`src/rtl/encrypt_arbiter.sv`:
```
`timescale 1ns/1ps
// encrypt_arbiter
// Round-robin front end that lets N_REQ independent requesters share a
// single encrypt_iter core. One requester is served at a time: its operands
// are latched at grant, one complete 4-phase transaction is run on the core,
// and the captured ciphertext is then returned on that requester's ack.
//
// Handshake semantics (both the requester ports and the core port are
// 4-phase req/ack):
//   req rises with stable operands -> ack rises with a valid result ->
//   req falls -> ack falls. A new req may only rise after ack has fallen.
//   The arbiter samples requester operands only at grant time. On the core
//   side it holds core_req high until core_ack, drops it, and then waits for
//   core_ack to fall before ending the transaction. A core_ack that is high
//   while the arbiter is idle is treated as stale and blocks new grants.
module encrypt_arbiter #(
  parameter int N_REQ = 2,
  parameter int N_K   = 64,
  parameter int N_B   = 64,
  localparam int IW   = (N_REQ > 2) ? $clog2(N_REQ) : 1
) (
  input  logic                 clk,
  input  logic                 rst,
  input  logic [N_REQ-1:0]     req_in,
  input  logic [N_REQ*N_K-1:0] k_in,
  input  logic [N_REQ*N_B-1:0] m_in,
  output logic [N_REQ-1:0]     ack_out,
  output logic [N_B-1:0]       c_out,
  output logic                 busy,
  output logic [IW-1:0]        grant,
  output logic [N_K-1:0]       core_k,
  output logic [N_B-1:0]       core_m,
  output logic                 core_req,
  input  logic [N_B-1:0]       core_c,
  input  logic                 core_ack
);

  typedef enum logic [1:0] {
    IDLE    = 2'd0,
    ISSUE   = 2'd1,
    RELEASE = 2'd2,
    RESPOND = 2'd3
  } state_t;

  state_t           state, state_n;
  logic [IW-1:0]    ptr, ptr_n;
  logic [IW-1:0]    grant_n;
  logic [N_K-1:0]   core_k_n;
  logic [N_B-1:0]   core_m_n;
  logic             core_req_n;
  logic [N_B-1:0]   c_out_n;
  logic [N_REQ-1:0] ack_out_n;

  logic [N_REQ-1:0] pending;
  logic             win_found;
  logic [IW-1:0]    win_idx;
  logic [IW:0]      cand;

  // Round-robin search: first pending requester at or after ptr, wrapping.
  always_comb begin
    pending   = req_in & ~ack_out;
    win_found = 1'b0;
    win_idx   = '0;
    cand      = '0;
    for (int j = 0; j < N_REQ; j++) begin
      cand = {1'b0, ptr} + (IW+1)'(j);
      if (cand >= (IW+1)'(N_REQ)) cand = cand - (IW+1)'(N_REQ);
      if (!win_found && pending[cand[IW-1:0]]) begin
        win_found = 1'b1;
        win_idx   = cand[IW-1:0];
      end
    end
  end

  // Next-state and next-register values for the service sequence.
  always_comb begin
    state_n    = state;
    ptr_n      = ptr;
    grant_n    = grant;
    core_k_n   = core_k;
    core_m_n   = core_m;
    core_req_n = core_req;
    c_out_n    = c_out;
    ack_out_n  = ack_out;
    case (state)
      IDLE: begin
        // A stale core_ack must clear before the core can take a new request.
        if (win_found && !core_ack) begin
          grant_n    = win_idx;
          core_k_n   = k_in[win_idx*N_K +: N_K];
          core_m_n   = m_in[win_idx*N_B +: N_B];
          core_req_n = 1'b1;
          state_n    = ISSUE;
        end
      end
      ISSUE: begin
        if (core_ack) begin
          c_out_n    = core_c;
          core_req_n = 1'b0;
          state_n    = RELEASE;
        end
      end
      RELEASE: begin
        // The core's ack trails req-fall, so the round closes only once it drops.
        if (!core_ack) begin
          ack_out_n[grant] = req_in[grant];
          ptr_n            = (grant == IW'(N_REQ - 1)) ? '0 : grant + 1'b1;
          state_n          = req_in[grant] ? RESPOND : IDLE;
        end
      end
      RESPOND: begin
        if (!req_in[grant]) begin
          ack_out_n = '0;
          state_n   = IDLE;
        end
      end
      default: state_n = IDLE;
    endcase
  end

  // FSM state register.
  always_ff @(posedge clk or posedge rst) begin
    if (rst) state <= IDLE;
    else     state <= state_n;
  end

  // Datapath and handshake registers.
  always_ff @(posedge clk or posedge rst) begin
    if (rst) begin
      ptr      <= '0;
      grant    <= '0;
      core_k   <= '0;
      core_m   <= '0;
      core_req <= 1'b0;
      c_out    <= '0;
      ack_out  <= '0;
    end else begin
      ptr      <= ptr_n;
      grant    <= grant_n;
      core_k   <= core_k_n;
      core_m   <= core_m_n;
      core_req <= core_req_n;
      c_out    <= c_out_n;
      ack_out  <= ack_out_n;
    end
  end

  assign busy = (state != IDLE);

endmodule

```
`config.mk`:
```
export PLATFORM = sky130hd
export DESIGN_NAME = encrypt_arbiter
export DESIGN_NICKNAME = d
export VERILOG_FILES = /design/src/rtl/encrypt_arbiter.sv
export SDC_FILE = /design/constraint.sdc
export NUM_CORES = 1
export LEC_CHECK = 0
export CORE_AREA = 5 5 200 202
export DETAILED_ROUTE_END_ITERATION = 8
export DIE_AREA = 0 0 205 207
export GPL_ROUTABILITY_DRIVEN = 0
export PLACE_DENSITY = 0.56
export SLEW_MARGIN = 20
export SYNTH_ARGS = -nofsm -noshare
export SYNTH_HDL_FRONTEND = slang
export SYNTH_SLANG_ARGS = --single-unit
```
`constraint.sdc`:
```
create_clock -name clk -period 5.67 [get_ports clk]
set_input_delay 0.567 -clock clk [delete_from_list [all_inputs] [get_ports clk]]
set_output_delay 0.567 -clock clk [all_outputs]
set_load 0.01 [all_outputs]
```
==> key figures <==
Outcome
  • Status: completed

CTS
  • Setup bufs post-CTS: 0
  • Cts repair resizes: 0
  • Clock buffer depth: 2
  • H-tree depth: 4
  • Worst-skew pair later-pin latency: ~450 ps
  • # hold bufs at CTS: 0
  • CTS Buf Count: 17
  • Worst-path clk slew: ~80 ps
  • CTS tree: built
  • Clock Tree Root: clkbuf_16
  • Sink Count: a little under 200

Finish
  • Final std cells w/o fill: 1889
  • Nets: roughly 1700
  • Layout area overhead: 75.09%
  • Commonest non-fill, non-tap cell in the layout: clkdlybuf4s50_1
  • Post-Route Utilization: between 30 and 40%
  • Fraction of layout cells with a size suffix above 1: ~8.2%
  • Most frequent cells in the layout: 521 x clkdlybuf4s50_1, 259 x nand2_1, 199 x dfrtp_1
  • # diodes: 0

Setup path
  • Nature of the critical path startpoint: primary input
  • Crit-path max FO: 73
  • Cell family with most CP delay: buffers and inverters
  • Worst Setup End Kind: flop
  • Worst EP required: 6020 ps
  • Critical setup path kind: primary input to flop
  • Reg2Reg Depth: 5
  • Slowest-stage cell, CP: buf_4
  • CP Cell Sequence: clkdlybuf4s50_1 -> nor2b_1 -> and2_4 -> buf_4 -> nand2_1 -> a31oi_1
  • CP Data Arrival Time: roughly 3200 ps
  • Buf/Inv on CP: 2
  • Max incr delay on CP: 750 ps
  • CP Depth: 6

Drt
  • Wirelength, routed: around 34 mm
  • Final ANT Viol Nets: 0
  • Vias post-DR: approximately 8100
  • Number of DRC markers in iteration 0: around 280
  • Vias per Instance: between 4 and 5
  • Drt drc: 0
  • DRT Pass-1 Iters: 7
  • Average wire per cell in the routed design: about 18 µm

Synthesis
  • Avg Inst Size Synth: between 9 and 10 µm²
  • Synth Register Bits: roughly 200
  • Cells after synthesis: 873
  • Synth unique cells: 23
  • Yosys warning count: 0
  • Seq/Total Area, Yosys: between 50% and 60%
  • Synthesized cell area: approximately 8400 µm²
  • Syn_nets: between 1000 and 1500

STA
  • Slew of the pin with the lowest slew margin: 813.6 ps
  • # setup viols final: 0
  • Fin. max-slew vios: 0
  • Max frequency: around 350 MHz
  • Unrepaired setup endpoints after global routing: no
  • Final hold vios: 0
  • Min Tclk post-route: 2872 ps
  • Clk_skew: 12.39 ps
  • Period utilisation layout: approximately half
  • Relative slew slack: a little under half
  • Sum of negative setup slack: 0 ps
  • Hold_ws: 488.4 ps

Run
  • Max Cap Violations: 0

Worst hold path
  • Hold WC Path Type: flop to flop
  • Worst hold path depth: 1

Global route
  • Total gr overflow: 0
  • Total GRT Usage: 15.49%
  • Vias in the first global route: between 8000 and 9000
  • Initial antenna violation count: 1
  • First-pass GRT wire length: 51.07 mm
  • Pin count of the biggest net entering global routing: between 100 and 150

Die
  • Boundary Pins: ~520
  • Die area: between 40000 and 50000 µm²
  • Die H: 207 µm
  • Die width: slightly above 200 µm
  • Core region area: 38110 µm²
  • Initial Util: between 20% and 30%
  • Number of core rows: approximately 70

Power and ir drop
  • Power per Cell Area: ~500 nW/µm²
  • VDD IR-drop max: 198.8 µV
  • Leak Pwr: between 5 and 6 nW

Placed design
  • # placed instances: 1857
  • Hpwl dp: roughly 25 mm
  • Port Buf Inserts: 521
==> metrics by stage <==
stage / power [mW] / worst slack [ps] / area [µm²]
after floorplan: 4.133 / 2529 / 8433
after global placement: 6.255 / 2370 / 14130
after detailed placement: 6.302 / 2328 / 14130
after CTS: 7.656 / 2789 / 14760
after global routing: 8.043 / 2607 / 14760
final: 7.509 / 2798 / 14760
==> area by class of cell <==
cell class                 count  area [µm²]
clock buffer                  17       425.4
clock inverter                15       200.2
fill                        3825       23350
inverter                       3       15.01
multi-input combinational    606        3176
sequential                   199        4980
tap                          518       648.1
timing repair buffer         531        5315
==> final timing paths <==
| check | slack (ps) | endpoint | startpoint |
|---|---|---|---|
| max | 2800 | core_m[37]$_DFFE_PP0P_ | req_in[1] |
| min | 490 | core_req$_DFFE_PP0P_ | core_req$_DFFE_PP0P_ |
| max reg2reg | 3080 | core_m[37]$_DFFE_PP0P_ | ack_out[1]$_DFFE_PP0P_ |
| min reg2reg | 490 | core_req$_DFFE_PP0P_ | core_req$_DFFE_PP0P_ |
| max in group asynchronous | 3930 | core_m[62]$_DFFE_PP0P_ | rst |
| min in group asynchronous | 580 | c_out[51]$_DFFE_PP0P_ | rst |
==> metal layers <==
layer	share of wire (%)	vias up	GRT usage (%)
met5	0	-	0
met4	1.7	0	4.043
met3	10	25	6.318
met2	48	345	26.29
met1	40	3799	18.17
li1	-	3895	-
==> state kept, by name (all words and copies together) (netlist names) <==
register / flops
ack_out: 2
c_out: 64
core_k: 64
core_m: 64
core_req: 1
grant: 1
ptr: 1
state: 2
==> power by group <==
| part | internal (mW) | leakage [nW] | switching, mW | total (mW) |
|---|---|---|---|---|
| clock network | 0.680 | 0.304 | 0.636 | 1.32 |
| registers | 2.14 | 2.27 | 0.414 | 2.55 |
| logic | 1.99 | 3.42 | 1.65 | 3.64 |
==> Yosys cell counts <==
cell type / count / area share, %
or2_2: 1 / 0.074
a31oi_1: 129 / 9.6
and2_1: 2 / 0.15
a21o_1: 1 / 0.089
o32ai_1: 1 / 0.10
clkbuf_1: 33 / 1.5
nor2_1: 131 / 5.8
mux2i_1: 1 / 0.12
and3_1: 2 / 0.15
dfrtp_1: 199 / 59
o21ai_0: 2 / 0.12
buf_2: 23 / 1.4
inv_1: 3 / 0.13
mux2_2: 65 / 8.7
a21oi_1: 3 / 0.18
or3b_1: 1 / 0.10
nand3b_1: 1 / 0.089
nand2_1: 260 / 12
buf_1: 9 / 0.40
nand2b_1: 3 / 0.22
nor2b_1: 1 / 0.074
a2111oi_4: 1 / 0.33
a211oi_1: 1 / 0.089
==> cell families (layout without fill, tap and decap cells) <==
family	after synthesis	after routing	synth area share [%]
flip-flops	199	199	59.08
AND/OR/NAND/NOR	402	402	18.27
multiplexers	66	66	8.802
buffers and inverters	68	566	3.369
AO/OA/AOI/OAI	138	138	10.48
No activity file was read; power rests on OpenSTA's default activity.
